==> src/rtl/ps2_scancode_rx.sv <==
// PS/2 keyboard receiver: synchronizes the raw pins, frames 11-bit words and
// resolves E0/F0 prefixes into registered make/break/error pulses.
module ps2_scancode_rx #(
   parameter int unsigned TIMEOUT_CYCLES = 50000
) (
   input  logic       clk,
   input  logic       rstn,
   input  logic       ps2_clk,
   input  logic       ps2_data,
   output logic [7:0] code,
   output logic       ext,
   output logic       recv,
   output logic       rel,
   output logic       err
);

   localparam int unsigned CNT_W = (TIMEOUT_CYCLES > 1) ? $clog2(TIMEOUT_CYCLES) : 1;
   localparam logic [CNT_W-1:0] CNT_MAX = CNT_W'(TIMEOUT_CYCLES - 1);

   typedef enum logic [1:0] {S_IDLE, S_DATA, S_PARITY, S_STOP} state_e;

   logic             pc_s1_q, pc_s2_q, pc_s3_q;
   logic             pd_s1_q, pd_s2_q;
   state_e           state_q, state_d;
   logic [2:0]       bit_cnt_q, bit_cnt_d;
   logic [7:0]       shift_q, shift_d;
   logic             parity_q, parity_d;
   logic [CNT_W-1:0] wd_q, wd_d;
   logic             brk_f_q, brk_f_d;
   logic             ext_f_q, ext_f_d;
   logic [7:0]       code_q, code_d;
   logic             ext_q, ext_d;
   logic             recv_q, recv_d;
   logic             rel_q, rel_d;
   logic             err_q, err_d;
   logic             sample_c;
   logic             good_c;

   assign sample_c = pc_s3_q & ~pc_s2_q;
   assign good_c   = (^{shift_q, parity_q}) & pd_s2_q;

   // Next-state: frame FSM, watchdog and byte layer
   always_comb begin
      state_d   = state_q;
      bit_cnt_d = bit_cnt_q;
      shift_d   = shift_q;
      parity_d  = parity_q;
      wd_d      = wd_q;
      brk_f_d   = brk_f_q;
      ext_f_d   = ext_f_q;
      code_d    = code_q;
      ext_d     = ext_q;
      recv_d    = 1'b0;
      rel_d     = 1'b0;
      err_d     = 1'b0;

      if ((state_q == S_IDLE) || sample_c) begin
         wd_d = '0;
      end else if (wd_q != CNT_MAX) begin
         wd_d = wd_q + CNT_W'(1);
      end

      if (sample_c) begin
         unique case (state_q)
            S_IDLE: begin
               if (!pd_s2_q) begin
                  state_d   = S_DATA;
                  bit_cnt_d = 3'd0;
               end
            end
            S_DATA: begin
               shift_d   = {pd_s2_q, shift_q[7:1]};
               bit_cnt_d = bit_cnt_q + 3'd1;
               if (bit_cnt_q == 3'd7) state_d = S_PARITY;
            end
            S_PARITY: begin
               parity_d = pd_s2_q;
               state_d  = S_STOP;
            end
            S_STOP: begin
               state_d = S_IDLE;
               if (!good_c) begin
                  err_d   = 1'b1;
                  brk_f_d = 1'b0;
                  ext_f_d = 1'b0;
               end else if (shift_q == 8'hF0) begin
                  brk_f_d = 1'b1;
               end else if (shift_q == 8'hE0) begin
                  ext_f_d = 1'b1;
               end else begin
                  code_d  = shift_q;
                  ext_d   = ext_f_q;
                  rel_d   = brk_f_q;
                  recv_d  = ~brk_f_q;
                  brk_f_d = 1'b0;
                  ext_f_d = 1'b0;
               end
            end
            default: state_d = S_IDLE;
         endcase
      end else if ((state_q != S_IDLE) && (wd_q == CNT_MAX)) begin
         state_d = S_IDLE;
         err_d   = 1'b1;
         brk_f_d = 1'b0;
         ext_f_d = 1'b0;
      end
   end

   // Synchronizer flops idle high so reset release never looks like an edge
   always_ff @(posedge clk or negedge rstn) begin
      if (!rstn) begin
         pc_s1_q   <= 1'b1;
         pc_s2_q   <= 1'b1;
         pc_s3_q   <= 1'b1;
         pd_s1_q   <= 1'b1;
         pd_s2_q   <= 1'b1;
         state_q   <= S_IDLE;
         bit_cnt_q <= 3'd0;
         shift_q   <= 8'h00;
         parity_q  <= 1'b0;
         wd_q      <= '0;
         brk_f_q   <= 1'b0;
         ext_f_q   <= 1'b0;
         code_q    <= 8'h00;
         ext_q     <= 1'b0;
         recv_q    <= 1'b0;
         rel_q     <= 1'b0;
         err_q     <= 1'b0;
      end else begin
         pc_s1_q   <= ps2_clk;
         pc_s2_q   <= pc_s1_q;
         pc_s3_q   <= pc_s2_q;
         pd_s1_q   <= ps2_data;
         pd_s2_q   <= pd_s1_q;
         state_q   <= state_d;
         bit_cnt_q <= bit_cnt_d;
         shift_q   <= shift_d;
         parity_q  <= parity_d;
         wd_q      <= wd_d;
         brk_f_q   <= brk_f_d;
         ext_f_q   <= ext_f_d;
         code_q    <= code_d;
         ext_q     <= ext_d;
         recv_q    <= recv_d;
         rel_q     <= rel_d;
         err_q     <= err_d;
      end
   end

   assign code = code_q;
   assign ext  = ext_q;
   assign recv = recv_q;
   assign rel  = rel_q;
   assign err  = err_q;

endmodule

==> config.mk <==
export PLATFORM = sky130hd
export DESIGN_NAME = ps2_scancode_rx
export DESIGN_NICKNAME = d
export VERILOG_FILES = /design/src/rtl/ps2_scancode_rx.sv
export SDC_FILE = /design/constraint.sdc
export NUM_CORES = 1
export LEC_CHECK = 0
export ABC_CLOCK_PERIOD_IN_PS = 2100
export BUFFER_PORTS_ARGS = -buffer_cell sky130_fd_sc_hd__buf_2
export CAP_MARGIN = 20
export CORE_ASPECT_RATIO = 0.75
export CORE_MARGIN = 4
export CORE_UTILIZATION = 59
export CTS_CLUSTER_SIZE = 25
export DETAILED_ROUTE_END_ITERATION = 10
export HOLD_SLACK_MARGIN = 0.15
export PLACE_DENSITY = 0.79
export SLEW_MARGIN = 25
export SYNTH_ARGS = -nofsm -noshare
export SYNTH_HDL_FRONTEND = slang
export SYNTH_SLANG_ARGS = --single-unit
==> constraint.sdc <==
create_clock -name clk -period 2.1 [get_ports clk]
set_input_delay 0.105 -clock clk [delete_from_list [all_inputs] [get_ports clk]]
set_output_delay 0.105 -clock clk [all_outputs]
set_load 0.005 [all_outputs]
==> summary.md <==
| Metric | Value |
|---|---|
| Slew Limit Fails | `0` |
| Mean post-synth cell area | `11.9 um2` |
| Switching Fraction | `between 30% and 40%` |
| Power, Total | `approximately 2.7 mW` |
| Vias | `1500` |
| Multiplexer area fraction after synthesis | `~10%` |
| Fin crit share | `roughly 95%` |
| Worst-Margin Slew | `roughly 640 ps` |
| Clock power share | `approximately 20%` |
| Drt total wl | `~4300 um` |
| Initial antenna violation count | `0` |
| Worst-case clock buffer depth | `2` |
| Clock skew | `about 9.7 ps` |
| Netlist Area Pre-Place | `about 2300 um2` |
| Die area | `4970 um2` |
| Fin. Hold Viols | `0` |
| Arrival @ worst endpoint | `between 2000 and 2500 ps` |
| Root Driver | `clkbuf_8` |
| Post-synth EDFFs | `0` |
| Post-Synth Adder-Cell Area | `4.36%` |
| Total clock buffers created by CTS | `5` |
| Main combinational cell family by area after synthesis | `simple AND/OR/NAND/NOR gates` |
| Commonest non-fill, non-tap cells in the layout | `dfrtp_1, nor2_1, buf_2, nand2_1, buf_4` |
| Hold Startpoint | `pd_s1_q` |
| Sw power | `0.859 mW` |
| Syn_nets | `~210` |
| RSZ-0062 raised after global routing | `yes` |
| Asr flop ratio synth | `100%` |
| FMAX | `about 0.5 GHz` |
| GRT Total Usage | `approximately a fifth` |
| R2R setup slack | `100 ps` |
| First-pass GRT wire length | `around 7100 um` |
| Reg-to-Reg Start | `wd_q[4]` |
| Endpoint class of the critical path | `flop` |
| Setup CP Type | `flop to flop` |
| Critical Path RT | `between 2000 and 2500 ps` |
| Placed Area | `2490 um2` |
| Largest net degree at the start of global routing | `29` |
| Worst skew pair latency | `290 ps` |
| Startpoint Class | `flop` |
| Hold Path Depth | `0` |
| Hold Crit Class | `flop to flop` |
| 1st-pass router iterations | `4` |
| Die Height | `between 60 and 70 um` |
| Hold Path Sink | `pd_s2_q` |
| Final setup viols | `0` |
| P_leak | `1.26 nW` |
| Total global routing overflow | `0` |
| Post-synth cell types | `36` |
| Count of input and output buffers | `15` |
| Worst-path clk slew | `~80 ps` |
| Internal power | `about 1.8 mW` |
| Seq/Total Area, Yosys | `53.6%` |
| WL/cell | `about 15 um` |
| Worst Path Max Fanout | `6` |
| CTS tree | `done` |
| Yosys reg bits | `49` |
| Final HPWL DP | `slightly above 3000 um` |
| Post-CTS setup buffer count | `0` |
| R2R cell count | `6` |
| Post-route minimum period | `~2000 ps` |
| Layout cell share with drive strength beyond 1 | `26.7%` |
| DRT iter0 DRCs | `99` |
| RR Endpoint | `brk_f_q` |
| Max-cap check violation count | `0` |
| Synthesis Warnings | `0` |
| Share of total power in sequential cells | `approximately 48%` |
| Die width | `~80 um` |
| P per Cell Area | `a little over 1000 nW/um2` |
| Gate power share | `between 30% and 40%` |
| Max H-tree Level | `2` |
| DR vias/cell | `about 5.4` |
| Compound-cell area share of the yosys netlist | `around 5%` |
| Antenna Nets Post-Route | `0` |
| Worst vdd ir | `between 0.9 and 1 mV` |
| Simple-gate share of the synthesized area | `16.1%` |
| Most common cell after layout, fill and taps aside | `dfrtp_1` |
| Core Region | `about 3700 um2` |
| Cells after synthesis | `between 150 and 200` |
| CP startpoint | `wd_q[4]` |
| Status | `finished, final reports clean` |
| P&R area growth vs syn | `13.7%` |
| ANT cells | `0` |
| XOR/XNOR Fraction of Synth Area | `just over 8%` |
| Cell Rows | `19` |
| Design Area, Final | `2610 um2` |
| Clk sinks | `49` |
| DR DRC count | `0` |
| Slew HR | `around 57%` |
| Number of global-route vias before repair | `roughly 1500` |
| Placer Congestion | `around 0.85` |
| Top_reg_cell synth | `dfrtp_1` |
| Final #Nets | `236` |
| IO Pins | `16` |
| Initial Util | `61.9%` |
[kinds of logic after synthesis]
family                   after synthesis
multiplexers                          18
flip-flops                            49
buffers and inverters                 12
AO/OA/AOI/OAI                         19
AND/OR/NAND/NOR                       68
XOR/XNOR                              19
adder cells (fa/ha/maj)                8
[synthesized netlist by cell type, types with 4 or more instances]
cell type	count	share of area, %
dfrtp_1	44	48
mux2_4	8	5.2
nand3_1	5	1.1
a21oi_1	6	1.3
nand2_1	14	2.3
dfstp_2	5	5.7
inv_1	7	1.1
xor2_1	8	3.1
o21ai_0	8	1.7
nor4_1	4	1.1
mux2_2	9	4.4
nor2_1	22	3.6
ha_1	8	4.4
xnor2_1	9	3.4
[routing by layer]
metal	up-vias	track usage, %	wire (um)
li1	728	-	-
met5	-	0	0
met1	726	24.9	1980
met2	44	33.3	2030
met3	2	3.89	211
met4	0	5.06	29
[per-stage QoR]
stage / setup TNS, ps / setup WS, ps / utilization [%] / hold WS [ps] / instances
finish: 0 / 99.5 / 70.4 / 360 / 277
global route: -18.0 / -12.9 / 70.4 / 366 / 277
CTS: 0 / 52.5 / 70.3 / 363 / 277
detailed placement: 0 / 89.3 / 67.0 / 164 / 266
global placement: 0 / 99.2 / 67.0 / 154 / 266
floorplan: 0 / 174 / - / -191 / 193
[state kept, by name (all words and copies together), names as in the netlist]
register	count
wd_q	16
pd_s2_q	1
pc_s2_q	1
ext_f_q	1
state_q	2
ext	1
pd_s1_q	1
err	1
bit_cnt_q	3
code	8
pc_s3_q	1
rel	1
shift_q	8
parity_q	1
recv	1
brk_f_q	1
pc_s1_q	1
[worst max-delay path: stages (launching register included)]
cell	delay, ps
dfrtp_1	410
or4bb_1	570
nor4_4	330
buf_4	200
nand2_2	80
a32oi_1	220
nor2_1	80
[layout make-up]
class	instances	area [um2]
Tap cell	52	65.1
Clock buffer	8	90.1
Sequential cell	49	1230
Inverter	7	26.3
Timing Repair Buffer	29	188
Multi-Input combinational cell	132	1010
Fill cell	273	1100
[worst max path at each step]
| stage | end | slack [ps] | cells past startpoint |
|---|---|---|---|
| CTS | wd_q[15] | 50 | 6 |
| global route | brk_f_q | -10 | 6 |
| floorplan | wd_q[15] | 170 | 6 |
| detailed placement | code[7] | 90 | 6 |
| finish | brk_f_q | 100 | 6 |
| global placement | wd_q[15] | 100 | 6 |
[power by group through the flow]
stage	combinational [mW]	clock (mW)	sequential, mW
floorplan	0.693	0	1.27
global placement	0.840	0	1.28
detailed placement	0.875	0	1.31
CTS	0.883	0.563	1.29
global route	0.964	0.602	1.32
finish	0.871	0.549	1.29
[what timing repair did]
| item | 4_1_cts | 5_1_grt |
|---|---|---|
| endpoints found under the setup margin | 0 | 9 |
| hold buffers | 3 | 0 |
| endpoints found under the hold margin | 25 | 0 |
| gates resized for setup | 0 | 1 |
(Power assumes the default switching activity.)
